===== config.mk =====
export PLATFORM = sky130hd
export DESIGN_NAME = controlador_elevador
export DESIGN_NICKNAME = d
export VERILOG_FILES = /design/src/rtl/controlador_elevador.sv
export SDC_FILE = /design/constraint.sdc
export NUM_CORES = 1
export LEC_CHECK = 0
export ABC_AREA = 0
export ABC_CLOCK_PERIOD_IN_PS = 5840
export CAP_MARGIN = 5
export CELL_PAD_IN_SITES_DETAIL_PLACEMENT = 1
export CELL_PAD_IN_SITES_GLOBAL_PLACEMENT = 2
export CORE_ASPECT_RATIO = 1.5
export CORE_UTILIZATION = 35
export DETAILED_ROUTE_END_ITERATION = 8
export PLACE_DENSITY = 0.83
export SLEW_MARGIN = 5
export SYNTH_ARGS = -nofsm -noshare
export SYNTH_HDL_FRONTEND = slang
export SYNTH_SLANG_ARGS = --single-unit

===== constraint.sdc =====
create_clock -name clock -period 5.84 [get_ports clock]
set_input_delay 0.584 -clock clock [delete_from_list [all_inputs] [get_ports clock]]
set_output_delay 0.584 -clock clock [all_outputs]
set_load 0.02 [all_outputs]

===== src/rtl/controlador_elevador.sv =====
// Elevator car-motion and door sequencer: latches floor calls, picks the
// travel direction, times floor-to-floor travel and the door-open interval.
//
// Ports:
//   clock         system clock, rising edge
//   reset_n       synchronous active-low reset
//   chamadas      floor-call buttons, bit i requests floor i
//   alerta        overload flag, holds the door open
//   andar_atual   current floor
//   porta_aberta  door open
//   subindo       car moving up
//   descendo      car moving down
//   pedidos       pending-call register
//   ocupado       controller not idle
module controlador_elevador #(
    parameter  int NUM_ANDARES = 4,
    parameter  int TEMPO_ANDAR = 4,
    parameter  int TEMPO_PORTA = 8,
    localparam int W = (NUM_ANDARES > 1) ? $clog2(NUM_ANDARES) : 1
) (
    input  logic                   clock,
    input  logic                   reset_n,
    input  logic [NUM_ANDARES-1:0] chamadas,
    input  logic                   alerta,
    output logic [W-1:0]           andar_atual,
    output logic                   porta_aberta,
    output logic                   subindo,
    output logic                   descendo,
    output logic [NUM_ANDARES-1:0] pedidos,
    output logic                   ocupado
);

    localparam int CA = $clog2(TEMPO_ANDAR + 1);
    localparam int CP = $clog2(TEMPO_PORTA + 1);
    localparam logic [CA-1:0] CARGA_ANDAR = CA'(TEMPO_ANDAR - 1);
    localparam logic [CP-1:0] CARGA_PORTA = CP'(TEMPO_PORTA - 1);
    localparam logic [W-1:0]  ANDAR_MAX   = W'(NUM_ANDARES - 1);
    localparam logic [NUM_ANDARES-1:0] UM =
        {{(NUM_ANDARES-1){1'b0}}, 1'b1};

    typedef enum logic [1:0] {
        PARADO,
        SUBINDO,
        DESCENDO,
        PORTA_ABERTA
    } estado_t;

    estado_t          estado;
    estado_t          decisao;
    logic [CA-1:0]    cont_andar;
    logic [CP-1:0]    cont_porta;
    logic             dir_sobe;

    logic [W-1:0]           vizinho;
    logic [NUM_ANDARES-1:0] hot_atual;
    logic [NUM_ANDARES-1:0] hot_vizinho;
    logic aqui, acima, abaixo;
    logic acima_viz, abaixo_viz;
    logic segue, fecha, usa_d;

    function automatic logic tem_acima(
        input logic [NUM_ANDARES-1:0] p,
        input logic [W-1:0]           f
    );
        logic r;
        r = 1'b0;
        for (int i = 0; i < NUM_ANDARES; i++)
            if (i > int'(f)) r = r | p[i];
        return r;
    endfunction

    function automatic logic tem_abaixo(
        input logic [NUM_ANDARES-1:0] p,
        input logic [W-1:0]           f
    );
        logic r;
        r = 1'b0;
        for (int i = 0; i < NUM_ANDARES; i++)
            if (i < int'(f)) r = r | p[i];
        return r;
    endfunction

    always_comb begin
        aqui   = pedidos[andar_atual];
        acima  = tem_acima(pedidos, andar_atual);
        abaixo = tem_abaixo(pedidos, andar_atual);

        // Floor reached at the end of the current leg, saturated at the ends.
        vizinho = andar_atual;
        if (estado == DESCENDO) begin
            if (andar_atual != '0) vizinho = andar_atual - W'(1);
        end else begin
            if (andar_atual != ANDAR_MAX) vizinho = andar_atual + W'(1);
        end

        hot_atual   = UM << andar_atual;
        hot_vizinho = UM << vizinho;
        acima_viz   = tem_acima(pedidos, vizinho);
        abaixo_viz  = tem_abaixo(pedidos, vizinho);
        segue = (estado == SUBINDO) ? acima_viz : abaixo_viz;

        // A call at this floor reloads the timer just like overload does.
        fecha = (estado == PORTA_ABERTA) && !alerta &&
                !chamadas[andar_atual] && (cont_porta == '0);
        usa_d = (estado == PARADO) || fecha;

        // The current floor is always clear while the door is open, so
        // aqui is 0 whenever this is used on door close.
        if (aqui)
            decisao = PORTA_ABERTA;
        else if (acima && (dir_sobe || !abaixo))
            decisao = SUBINDO;
        else if (abaixo)
            decisao = DESCENDO;
        else
            decisao = PARADO;
    end

    always_ff @(posedge clock) begin
        if (!reset_n) begin
            estado      <= PARADO;
            andar_atual <= '0;
            pedidos     <= '0;
            dir_sobe    <= 1'b1;
            cont_andar  <= '0;
            cont_porta  <= '0;
        end else begin
            pedidos <= pedidos | chamadas;
            if (usa_d) begin
                estado <= decisao;
                unique case (decisao)
                    PORTA_ABERTA: begin
                        cont_porta <= CARGA_PORTA;
                        pedidos    <= (pedidos | chamadas) & ~hot_atual;
                    end
                    SUBINDO: begin
                        dir_sobe   <= 1'b1;
                        cont_andar <= CARGA_ANDAR;
                    end
                    DESCENDO: begin
                        dir_sobe   <= 1'b0;
                        cont_andar <= CARGA_ANDAR;
                    end
                    default: ;
                endcase
            end else begin
                unique case (estado)
                    SUBINDO, DESCENDO: begin
                        if (cont_andar != '0) begin
                            cont_andar <= cont_andar - 1'b1;
                        end else begin
                            andar_atual <= vizinho;
                            if (pedidos[vizinho]) begin
                                estado     <= PORTA_ABERTA;
                                cont_porta <= CARGA_PORTA;
                                pedidos    <= (pedidos | chamadas)
                                              & ~hot_vizinho;
                            end else if (segue) begin
                                cont_andar <= CARGA_ANDAR;
                            end else begin
                                estado <= PARADO;
                            end
                        end
                    end
                    PORTA_ABERTA: begin
                        pedidos <= (pedidos | chamadas) & ~hot_atual;
                        if (alerta || chamadas[andar_atual])
                            cont_porta <= CARGA_PORTA;
                        else
                            cont_porta <= cont_porta - 1'b1;
                    end
                    default: ;
                endcase
            end
        end
    end

    assign porta_aberta = (estado == PORTA_ABERTA);
    assign subindo      = (estado == SUBINDO);
    assign descendo     = (estado == DESCENDO);
    assign ocupado      = (estado != PARADO);

    // The decision rules never send the car past either end.
    a_teto: assert property (@(posedge clock) disable iff (!reset_n)
        (estado == SUBINDO && cont_andar == '0) |-> andar_atual != ANDAR_MAX);
    a_piso: assert property (@(posedge clock) disable iff (!reset_n)
        (estado == DESCENDO && cont_andar == '0) |-> andar_atual != '0);

endmodule


* Word-level counts from Yosys, hierarchy flattened
Cells that the tools add are included.
Word-level totals: word-level logic and storage cells 129, input port bits 7, output and inout bits 10, register bits 16
Operators by class: magnitude comparators 14, $add $sub $neg 4, equal/unequal tests 14, reductions and logical operators 26, bitwise gates (word level) 15, mux-type cells 48, shift operators 2
Operators with widths (number):
- two-way mux 4 bit | 9
- two-way mux 2 bit | 11
- two-way mux 3 bit | 6
- two-way mux 1 bit | 16
- one-hot mux 4 bit (2 select lines) | 2
- inequality test 3 bit (second input constant) | 3
- nonzero test 3 bit | 3
- bitwise AND 4 bit | 2
- == test 2 bit (second input constant) | 4
- greater-than comparator 2 bit (first input constant) | 4
- less-than comparator 1 x 2 -> 1 bit (first input constant) | 4
- NOT 4 bit | 2
- bitwise OR 1 bit | 8
- AND reduction 4 bit | 2
- nonzero test 2 bit | 4
- left shift 1 x 2 -> 4 bit (first input constant) | 2
- binary-select mux 1 bit (select 2 bit) | 3
- less-than comparator 2 x 3 -> 1 bit (second input constant) | 2
- inequality test 2 bit (second input constant) | 3
- AND reduction 3 bit | 2
- == test 2 x 1 -> 1 bit (second input constant) | 2
- greater-than comparator 1 x 2 -> 1 bit (first input constant) | 2
- logical AND 1 bit | 4
- logical NOT 4 bit | 1
- 15 further kinds | 22

* Longest topological paths before layout
Gate-level depths: netlist (run 1).
depth after elaboration 15, gate-level depth with buffers 10, depth with buffers taken out 9

* Worst setup path before layout (run 1)
No wires, ideal clock.
path kind reg-to-reg, from reg andar_atual[1], to reg cont_andar[0], period minus slack after synthesis 2.163 ns, setup time 0.087 ns, buffers on the path 2, slack 3.677 ns, stages on the path, launching flop included 10, arrival 2.077 ns, data required time 5.753 ns, cell sequence dfxtp_1 -> clkbuf_1 -> buf_2 -> nor2_1 -> or2_2 -> a21oi_1 -> ha_1 -> inv_1 -> a21oi_1 -> a221oi_2
Between the ends: word-level cells in the longest chain between the ends 15, elaborated cells on any way between the ends 65, classes of those cells add/sub: 2; order compare: 12; eq/ne: 5; mux: 26; bitwise: 8; reduce/logical: 12
RTL lines:
- start, declared | RTL line 25 | output logic [W-1:0] andar_atual,
- start signal, assigned | RTL line 152 | andar_atual <= vizinho;
- less-than comparator 1 x 2 -> 1 bit | RTL line 79 | if (i < int'(f)) r = r | p[i];
- two-way mux 1 bit | RTL line 79
- bitwise OR 1 bit | RTL line 79
- two-way mux 1 bit | RTL line 79
- bitwise OR 1 bit | RTL line 79
- two-way mux 1 bit | RTL line 79
- logical NOT 1 bit | RTL line 111 | else if (acima && (dir_sobe || !abaixo))
- logical OR 1 bit | RTL line 111
- logical AND 1 bit | RTL line 111
- two-way mux 2 bit | RTL line 111
- two-way mux 2 bit | RTL line 109 | if (aqui)
- == test 2 bit or == test 2 x 1 -> 1 bit (tied branches) | RTL line 131 | unique case (decisao)
- OR reduction 2 bit (no source line)
- inequality test 2 bit (no source line)
- AND reduction 4 bit (no source line)
- end signal, assigned | RTL line 150 | cont_andar <= cont_andar - 1'b1;
- end, declared | RTL line 50 | logic [CA-1:0] cont_andar;
Parallel ways exist; a longest one is shown, timed or not. The select of a mux whose other input is x is not followed. A chain may end at the register's enable or synchronous reset.

* Worst setup path in the final report (run 1)
from reg andar_atual[0], to reg dir_sobe
Between the ends: word-level cells in the longest chain between the ends 14, elaborated cells on any way between the ends 35, classes of those cells order compare: 6; eq/ne: 2; mux: 14; bitwise: 4; reduce/logical: 9
RTL lines:
- less-than comparator 1 x 2 -> 1 bit | RTL line 79
- two-way mux 1 bit | RTL line 79
- bitwise OR 1 bit | RTL line 79
- two-way mux 1 bit | RTL line 79
- bitwise OR 1 bit | RTL line 79
- two-way mux 1 bit | RTL line 79
- logical NOT 1 bit | RTL line 111
- logical OR 1 bit | RTL line 111
- logical AND 1 bit | RTL line 111
- two-way mux 2 bit | RTL line 111
- two-way mux 2 bit | RTL line 109
- == test 2 bit or == test 2 x 1 -> 1 bit (tied branches) | RTL line 131
- nonzero test 2 bit (no source line)
- AND reduction 2 bit (no source line)
- end signal, assigned | RTL line 124 | dir_sobe <= 1'b1;
- end signal, assigned | RTL line 137 | dir_sobe <= 1'b1;
- end signal, assigned | RTL line 141 | dir_sobe <= 1'b0;
- end, declared | RTL line 52 | logic dir_sobe;
Parallel ways exist; a longest one is shown, timed or not. The select of a mux whose other input is x is not followed.

==> flow_summary.yaml, run 1 <==
power:
  ir_drop_mv: 0.244
  static-leakage-power_nw: 0.593
  power_density_mw_per_mm2: 592
sta:
  slew_worst_pin_ns: 0.846
  finalClockSkew_ns: 0.000775
  final_report_max_slew_violation_count: 0
  finalHoldWorstSlack_ns: 0.506
  post-route-min-period_ns: 2.62
  fmax_ghz: 0.381
  post-route-period-util: 0.449
  tns_setup_ns: 0
  slew_headroom: 0.435
  timing_hold_violations_final: 0
  unrepaired_setup_endpoints_after_global_routing: "false"
  finalSetupViolations: 0
cts:
  cts.repair.resized: 0
  worst_setup_hold_path_clk_slew_ns: 0.07
  clock_tree.htree_level_count: 1
  tritoncts.num_buffers: 3
  cts_post_setup_buffers_inserted: 0
  clk_latency_ns: 0.26
  cts_max_path_buffers: 2
  cts_hold_repair.buffers: 0
  cts_root_buffer: "sky130_fd_sc_hd__clkbuf_8"
  tritoncts_clock_tree: "built"
  numClockSinks: 16
logic_synthesis:
  fraction_of_synthesis_flops_using_an_asynchronous_set_or_reset_pin: 0
  synthCells: 180
  synth_sequential_area_ratio: 0.224
  synth_area_per_cell_um2: 7.93
  synth_edf_count: 0
  netlist-cell-type-count: 52
  synth_ff_type: "sky130_fd_sc_hd__dfxtp_1"
  synthesized_net_count: 197
  yosys_warnings: 0
  flop_and_latch_count_out_of_synthesis: 16
  synthesis.area_mm2: 0.00143
setup_path:
  kind_of_start_point_of_the_critical_path: "flop"
  worstPathRequired_ns: 5.95
  critical-path-slowest-cell: "sky130_fd_sc_hd__dfxtp_1"
  criticalPathCategory: "reg -> reg"
  worst-path-max-fanout: 19
  arrival_ns: 2.74
  timing.critical_path.to_type: "flop"
  max_stage_delay_ns: 0.79
  rrSetupSlack_ns: 3.22
  critical_path.cell_chain: "mux4_1 > a21oi_1 > inv_1 > ha_1 > o21ai_0 > o311ai_1"
floorplan:
  floorplan.io_pins: 17
  core_area_mm2: 0.00392
  dieArea_mm2: 0.00434
  initial_utilization: 0.364
  die_width_um: 54.1
  num_rows: 28
  die_h_um: 80.2
final_layout:
  nNetsFinal: 207
  stdcell_area_mm2: 0.00164
  final_common_cell: "sky130_fd_sc_hd__inv_1"
  final-seq-area_um2: 320
  area_growth_pct: 14.9
  layout.filler_cells: 484
  final_layout_size_suffix_gt1_frac: 0.0899
  diodes: 0
  layout.cells.most_common_list: "sky130_fd_sc_hd__inv_1 (17), sky130_fd_sc_hd__o21ai_0 (16), sky130_fd_sc_hd__dfxtp_1 (16), sky130_fd_sc_hd__clkdlybuf4s50_1 (16), sky130_fd_sc_hd__nor2_1 (13)"
  multi_input_area_um2: 981
global_routing:
  vias_in_the_first_global_route: 1430
  antenna_found_initial: 0
  grt_first_pass_wirelength_mm: 7.01
  gr-usage-all-layers: 0.227
  grt_max_degree: 25
  globalRouteOverflowTotal: 0
drt:
  vias: 1399
  post-route-drc-count: 0
  number_of_antenna_violating_nets_in_the_routed_design: 0
  initial_drt_markers: 52
  route.final.wire_length_mm: 4.34
  wl_per_cell_um: 18.5
  drt-vias-per-instance: 5.98
  drt_first_pass_iters: 4
place:
  placement.cell_area_mm2: 0.00159
  gp_congestion: 0.785
  place.port_buffers: 16
  dpl.hpwl_mm: 3.34
status:
  outcome: "complete, no violations"
hold_path:
  hold_path.class: "reg -> reg"
flow_run:
  drv_cap: 0
-- cell type report --
cell class,count,area share
Clock buffer,4,0.0336
Inverter,18,0.0412
Multi-Input combinational cell,135,0.598
Sequential cell,16,0.195
Tap cell,45,0.0343
Timing Repair Buffer,16,0.0976
-- Yosys cell counts, drive strengths merged, types with 2 or more instances --
master / n / share of area
nand4: 2 / 0.0088
nand3: 2 / 0.0070
nand2: 6 / 0.016
nor2b: 7 / 0.031
or2: 2 / 0.0088
a31oi: 5 / 0.022
ha: 10 / 0.088
buf: 7 / 0.031
inv: 17 / 0.045
a21oi: 12 / 0.045
o21ai: 18 / 0.066
a32oi: 3 / 0.018
mux2i: 2 / 0.023
a2111oi: 4 / 0.046
clkbuf: 4 / 0.011
dfxtp: 16 / 0.22
nor3: 9 / 0.032
nand3b: 3 / 0.016
nor2: 13 / 0.034
a211oi: 3 / 0.016
o22ai: 3 / 0.013
a221oi: 4 / 0.029
mux2: 3 / 0.024
nand2b: 5 / 0.022
o311ai: 2 / 0.012
-- registers in the layout, indices dropped and copies added (netlist names) --
name,flops
dir_sobe,1
estado,2
cont_andar,3
pedidos,4
cont_porta,4
andar_atual,2
-- report_power, final --
| group | total (W) | switching (W) | internal (W) |
|---|---|---|---|
| clock | 0.000105 | 0.0000448 | 0.0000600 |
| sequential | 0.000215 | 0.0000657 | 0.000149 |
| combinational | 0.000651 | 0.000396 | 0.000255 |
-- through the flow --
stage / total power, W / worst slack [ns] / utilization / cells
floorplan: 0.000689 / 3.68 / - / 180
global placement: 0.000847 / 3.23 / 0.404 / 230
detailed placement: 0.000873 / 3.12 / 0.404 / 230
CTS: 0.000982 / 3.20 / 0.418 / 234
global route: 0.00106 / 3.00 / 0.418 / 234
finish: 0.000971 / 3.22 / 0.418 / 234
-- metal layers --
metal / vias to the layer above / share of wire / GRT usage
met5: - / 0 / 0
met4: 0 / 0.013 / 0.0692
met3: 5 / 0.022 / 0.0227
met2: 25 / 0.53 / 0.406
met1: 686 / 0.43 / 0.270
li1: 683 / - / -
-- final timing paths --
path                       start             to  depth (start not counted)
setup reg to reg  andar_atual[0]       dir_sobe                          6
setup / recovery  andar_atual[0]       dir_sobe                          6
hold reg to reg    cont_porta[3]  cont_porta[3]                          2
hold / removal     cont_porta[3]  cont_porta[3]                          2
-- worst max-delay path, delay by kind of cell, from the launching register on --
kind / cells / cell delay (ns)
muxes: 1 / 0.73
buffers and inverters: 1 / 0.07
adders and majority gates: 1 / 0.32
AOI/OAI and AO/OA: 3 / 0.56
DFF: 1 / 0.79
-- logic make-up (layout without fill, tap and decap cells) --
logic type | Yosys count | count (layout) | synth area share
compound gates | 64 | 64 | 0.330
fa+ha+maj | 10 | 10 | 0.0876
flops | 16 | 16 | 0.224
buf+inv | 29 | 38 | 0.0885
simple gates | 55 | 55 | 0.205
mux | 6 | 6 | 0.0649
Power figures use the tool's default switching activity.
==> run 2: changes to the inputs <==
--- a/config.mk
+++ b/config.mk
@@ -6,14 +6,14 @@
 export NUM_CORES = 1
 export LEC_CHECK = 0
 export ABC_AREA = 0
-export ABC_CLOCK_PERIOD_IN_PS = 5840
+export ABC_CLOCK_PERIOD_IN_PS = 2500
 export CAP_MARGIN = 5
 export CELL_PAD_IN_SITES_DETAIL_PLACEMENT = 1
 export CELL_PAD_IN_SITES_GLOBAL_PLACEMENT = 2
 export CORE_ASPECT_RATIO = 1.5
-export CORE_UTILIZATION = 35
+export CORE_UTILIZATION = 33
 export DETAILED_ROUTE_END_ITERATION = 8
-export PLACE_DENSITY = 0.83
+export PLACE_DENSITY = 0.79
 export SLEW_MARGIN = 5
 export SYNTH_ARGS = -nofsm -noshare
 export SYNTH_HDL_FRONTEND = slang
==> constraint.sdc (replaced) <==
create_clock -name clock -period 2.5 [get_ports clock]
set_input_delay 0.25 -clock clock [delete_from_list [all_inputs] [get_ports clock]]
set_output_delay 0.25 -clock clock [all_outputs]
set_load 0.02 [all_outputs]
==> flow_summary.yaml, run 2 (synthesized netlist as in run 1, its figures left out) <==
status:
  outcome: "complete, no violations"
sta:
  finalSetupViolations: 0
  final_report_max_slew_violation_count: 0
  post-route-min-period_ns: 2.33
  tns_setup_ns: 0
  post-route-period-util: 0.932
  fmax_ghz: 0.429
  timing_hold_violations_final: 0
  slew_headroom: 0.554
  slew_worst_pin_ns: 0.669
  finalClockSkew_ns: 0.00221
  unrepaired_setup_endpoints_after_global_routing: "false"
power:
  switchingPower_w: 0.00120
  power.clock.fraction: 0.101
  seq_power_share: 0.195
  power.combinational.fraction: 0.703
  cell_internal_power_w: 0.00116
  static-leakage-power_nw: 0.653
  switching_share: 0.507
  power_density_mw_per_mm2: 1370
  power_w: 0.00236
  ir_drop_mv: 0.722
floorplan:
  die_width_um: 55.7
  floorplan.io_pins: 17
  die_h_um: 82.6
  dieArea_mm2: 0.00460
  num_rows: 28
  initial_utilization: 0.354
  core_area_mm2: 0.00403
cts:
  cts_max_path_buffers: 2
  cts_hold_repair.buffers: 0
  tritoncts.num_buffers: 3
  clock_tree.htree_level_count: 1
  cts_post_setup_buffers_inserted: 0
  clk_latency_ns: 0.25
  worst_setup_hold_path_clk_slew_ns: 0.07
  cts_root_buffer: "sky130_fd_sc_hd__clkbuf_8"
  tritoncts_clock_tree: "built"
  numClockSinks: 16
setup_path:
  critical-path-slowest-cell: "sky130_fd_sc_hd__dfxtp_1"
  worstPathRequired_ns: 2.67
  criticalPathCategory: "reg -> reg"
  worst-path-max-fanout: 13
  timing.critical_path.to_type: "flop"
  kind_of_start_point_of_the_critical_path: "flop"
  critical_path.cell_chain: "buf_4 > inv_1 > o21a_1 > or2_2 > a21oi_1 > ha_1 > inv_1 > a21oi_1 > a221oi_2"
  arrival_ns: 2.50
  max_stage_delay_ns: 0.49
place:
  total_placed_cells_including_tap_cells: 242
  gp_congestion: 0.858
  dpl.hpwl_mm: 3.58
  place.port_buffers: 16
flow_run:
  drv_cap: 0
global_routing:
  grt_first_pass_wirelength_mm: 7.49
  antenna_found_initial: 0
  gr-usage-all-layers: 0.209
  vias_in_the_first_global_route: 1522
  grt_max_degree: 14
  globalRouteOverflowTotal: 0
drt:
  post-route-drc-count: 0
  drt-vias-per-instance: 5.87
  route.final.wire_length_mm: 4.50
  number_of_antenna_violating_nets_in_the_routed_design: 0
  initial_drt_markers: 26
  vias: 1443
  drt_first_pass_iters: 4
  wl_per_cell_um: 18.3
final_layout:
  layout.cells.most_common_list: "sky130_fd_sc_hd__inv_1 (17), sky130_fd_sc_hd__dfxtp_1 (16), sky130_fd_sc_hd__clkdlybuf4s50_1 (16), sky130_fd_sc_hd__o21ai_0 (15), sky130_fd_sc_hd__nor2_1 (13)"
  nNetsFinal: 219
  diodes: 0
  layout_top_registers: "cont_porta x4, pedidos x4, cont_andar x3"
  area_growth_pct: 21.2
  final_common_cell: "sky130_fd_sc_hd__inv_1"
  post_layout_nonfiller_instances: 246
  final_layout_size_suffix_gt1_frac: 0.144
hold_path:
  hold_path.class: "reg -> reg"
## run 2: metal layers
layer / share of wire / global-route usage
met1: 0.43 / 0.234
met2: 0.54 / 0.414
met3: 0.014 / 0.0140
met4: 0.020 / 0.0750
met5: 0 / 0
## run 2: area by class of cell
cell class,instances,area [µm²]
Clock buffer,4,55.1
Sequential cell,16,320
Timing Repair Buffer,28,250
Multi-Input combinational cell,135,981
Inverter,18,67.6
Tap cell,45,56.3
Fill cell,498,2300
## run 2: power by group through the flow
stage	registers, W	logic [W]	clock network (W)
5_1_grt	0.000481	0.00183	0.000250
3_3_place_gp	0.000462	0.00160	0
6_report	0.000462	0.00166	0.000239
2_1_floorplan	0.000442	0.00117	0
3_5_place_dp	0.000468	0.00165	0
4_1_cts	0.000463	0.00167	0.000242
## run 2: what timing repair did
item                       in CTS  in global routing
gates resized for setup         0                  1
setup endpoints to repair       0                  1
hold endpoints to repair        0                  0
## run 2: per-stage QoR
step                      setup slack [ns]  hold WS, ns   util  instance area (µm²)
final                                0.171        0.493  0.430                 1730
after global routing               0.00226        0.534  0.430                 1730
after CTS                            0.186        0.500  0.430                 1730
after detailed placement            0.0953        0.492  0.416                 1680
after global placement               0.201        0.480  0.416                 1680
after floorplan                      0.337        0.420      -                 1430
## run 2: critical path: cells and delay by family (launching register included)
kind / cells / cell delay (ns)
fa+ha+maj: 1 / 0.31
flops: 1 / 0.49
compound gates: 4 / 0.66
buf+inv: 3 / 0.49
simple gates: 1 / 0.29
## run 2: final timing paths
check	from	to	slack, ns	cells after the start
worst max register to register	andar_atual[0]	cont_andar[0]	0.17	9
worst min-delay path	cont_porta[3]	cont_porta[3]	0.49	2
worst max-delay path	andar_atual[0]	cont_andar[0]	0.17	9
worst min register to register	cont_porta[3]	cont_porta[3]	0.49	2
==> run 3: changes to the inputs <==
--- a/config.mk
+++ b/config.mk
@@ -13,6 +13,7 @@
 export CORE_ASPECT_RATIO = 1.5
 export CORE_UTILIZATION = 33
 export DETAILED_ROUTE_END_ITERATION = 8
+export MAX_ROUTING_LAYER = met4
 export PLACE_DENSITY = 0.79
 export SLEW_MARGIN = 5
 export SYNTH_ARGS = -nofsm -noshare
==> flow_summary.yaml, run 3 (synthesized netlist as in run 1, its figures left out) <==
global_routing:
  grt_first_pass_wirelength_mm: 7.50
  grt_max_degree: 14
  globalRouteOverflowTotal: 0
  gr-usage-all-layers: 0.216
  antenna_found_initial: 0
  vias_in_the_first_global_route: 1509
floorplan:
  num_rows: 28
  initial_utilization: 0.354
  die_h_um: 82.6
  die_width_um: 55.7
  dieArea_mm2: 0.00460
  core_area_mm2: 0.00403
  floorplan.io_pins: 17
sta:
  final_report_max_slew_violation_count: 0
  finalHoldWorstSlack_ns: 0.493
  slew_worst_pin_ns: 0.657
  tns_setup_ns: 0
  fmax_ghz: 0.433
  slew_headroom: 0.551
  finalSetupViolations: 0
  unrepaired_setup_endpoints_after_global_routing: "false"
  finalClockSkew_ns: 0.00479
  timing_hold_violations_final: 0
  post-route-min-period_ns: 2.31
  post-route-period-util: 0.924
setup_path:
  criticalPathCategory: "reg -> reg"
  ff2ff_path_depth: 7
  arrival_ns: 2.46
  kind_of_start_point_of_the_critical_path: "flop"
  rr_endpoint: "cont_porta[2]"
  worst-path-max-fanout: 11
  worstReg2RegStart: "estado[0]"
  rrSetupSlack_ns: 0.19
  worstPathRequired_ns: 2.65
  timing.critical_path.to_type: "flop"
cts:
  tritoncts_clock_tree: "built"
  tritoncts.num_buffers: 3
  cts_max_path_buffers: 2
  clock_tree.htree_level_count: 1
  clk_latency_ns: 0.25
  numClockSinks: 16
  worst_setup_hold_path_clk_slew_ns: 0.07
  cts_root_buffer: "sky130_fd_sc_hd__clkbuf_8"
  cts_hold_repair.buffers: 0
power:
  cell_internal_power_w: 0.00116
  power_density_mw_per_mm2: 1370
  ir_drop_mv: 0.722
  power.combinational.fraction: 0.704
  static-leakage-power_nw: 0.653
  power.clock.fraction: 0.100
  switchingPower_w: 0.00120
  seq_power_share: 0.196
  switching_share: 0.507
final_layout:
  area_growth_pct: 21.2
  layout.filler_cells: 498
  multi_input_area_um2: 981
  final_common_cell: "sky130_fd_sc_hd__inv_1"
  layout_top_registers: "cont_porta x4, pedidos x4, cont_andar x3"
  diodes: 0
  nNetsFinal: 219
  final-seq-area_um2: 320
  layout.cells.most_common_list: "sky130_fd_sc_hd__inv_1 (17), sky130_fd_sc_hd__dfxtp_1 (16), sky130_fd_sc_hd__clkdlybuf4s50_1 (16), sky130_fd_sc_hd__o21ai_0 (15), sky130_fd_sc_hd__nor2_1 (13)"
  final_layout_size_suffix_gt1_frac: 0.144
hold_path:
  hold_path.class: "reg -> reg"
  hold-path-cell-count: 2
  min_to: "cont_porta[3]"
  min-delay-start: "cont_porta[3]"
drt:
  vias: 1459
  wl_per_cell_um: 18.3
  number_of_antenna_violating_nets_in_the_routed_design: 0
  drt-vias-per-instance: 5.93
  post-route-drc-count: 0
  initial_drt_markers: 32
  drt_first_pass_iters: 4
  route.final.wire_length_mm: 4.51
status:
  outcome: "complete, no violations"
place:
  dpl.hpwl_mm: 3.58
  gp_congestion: 0.872
  place.port_buffers: 16
flow_run:
  drv_cap: 0
run 3: what timing repair did:
action,4_1_cts,5_1_grt
buffers inserted,0,0
endpoints found under the setup margin,0,1
gates resized for setup,0,1
run 3: worst max-delay path by stage:
| stage | startpoint | end |
|---|---|---|
| 2_1_floorplan | andar_atual[1] | cont_andar[0] |
| 3_3_place_gp | chamadas[2] | cont_porta[2] |
| 3_5_place_dp | chamadas[2] | cont_porta[2] |
| 4_1_cts | andar_atual[0] | cont_andar[0] |
| 5_1_grt | andar_atual[0] | cont_andar[0] |
| 6_report | estado[0] | cont_porta[2] |
run 3: stage by stage:
step / total power (W) / utilization / cells / cell area [µm²] / setup slack [ns]
CTS: 0.00237 / 0.430 / 246 / 1730 / 0.186
finish: 0.00236 / 0.430 / 246 / 1730 / 0.191
floorplan: 0.00161 / - / 180 / 1430 / 0.337
global placement: 0.00207 / 0.416 / 242 / 1680 / 0.201
detailed placement: 0.00212 / 0.416 / 242 / 1680 / 0.0953
global route: 0.00256 / 0.430 / 246 / 1730 / 0.00225
run 3: cell type report:
class | count | area share
inverter | 18 | 0.0390
tap | 45 | 0.0325
sequential | 16 | 0.185
timing repair buffer | 28 | 0.145
multi-input combinational | 135 | 0.567
clock buffer | 4 | 0.0318
run 3: critical path: stages, from the launching register on:
cell and delay (ns):
sky130_fd_sc_hd__dfxtp_1 0.39, sky130_fd_sc_hd__inv_1 0.10, sky130_fd_sc_hd__ha_1 0.33, sky130_fd_sc_hd__nor2b_1 0.22
sky130_fd_sc_hd__a2111oi_4 0.42, sky130_fd_sc_hd__or3_1 0.20, sky130_fd_sc_hd__mux2i_1 0.13, sky130_fd_sc_hd__a2111oi_2 0.40
run 3: per-layer routing:
layer / GRT usage / routed length, µm
met3: 0.0140 / 97
met2: 0.414 / 2420
met4: 0.0750 / 90
met1: 0.236 / 1900
met5: - / 0
run 3: power groups by stage:
stage                     sequential (W)  clock, W  combinational, W
final                           0.000463  0.000236           0.00166
after global routing            0.000481  0.000250           0.00183
after CTS                       0.000463  0.000242           0.00167
after detailed placement        0.000468         0           0.00165
after global placement          0.000462         0           0.00160
after floorplan                 0.000442         0           0.00117
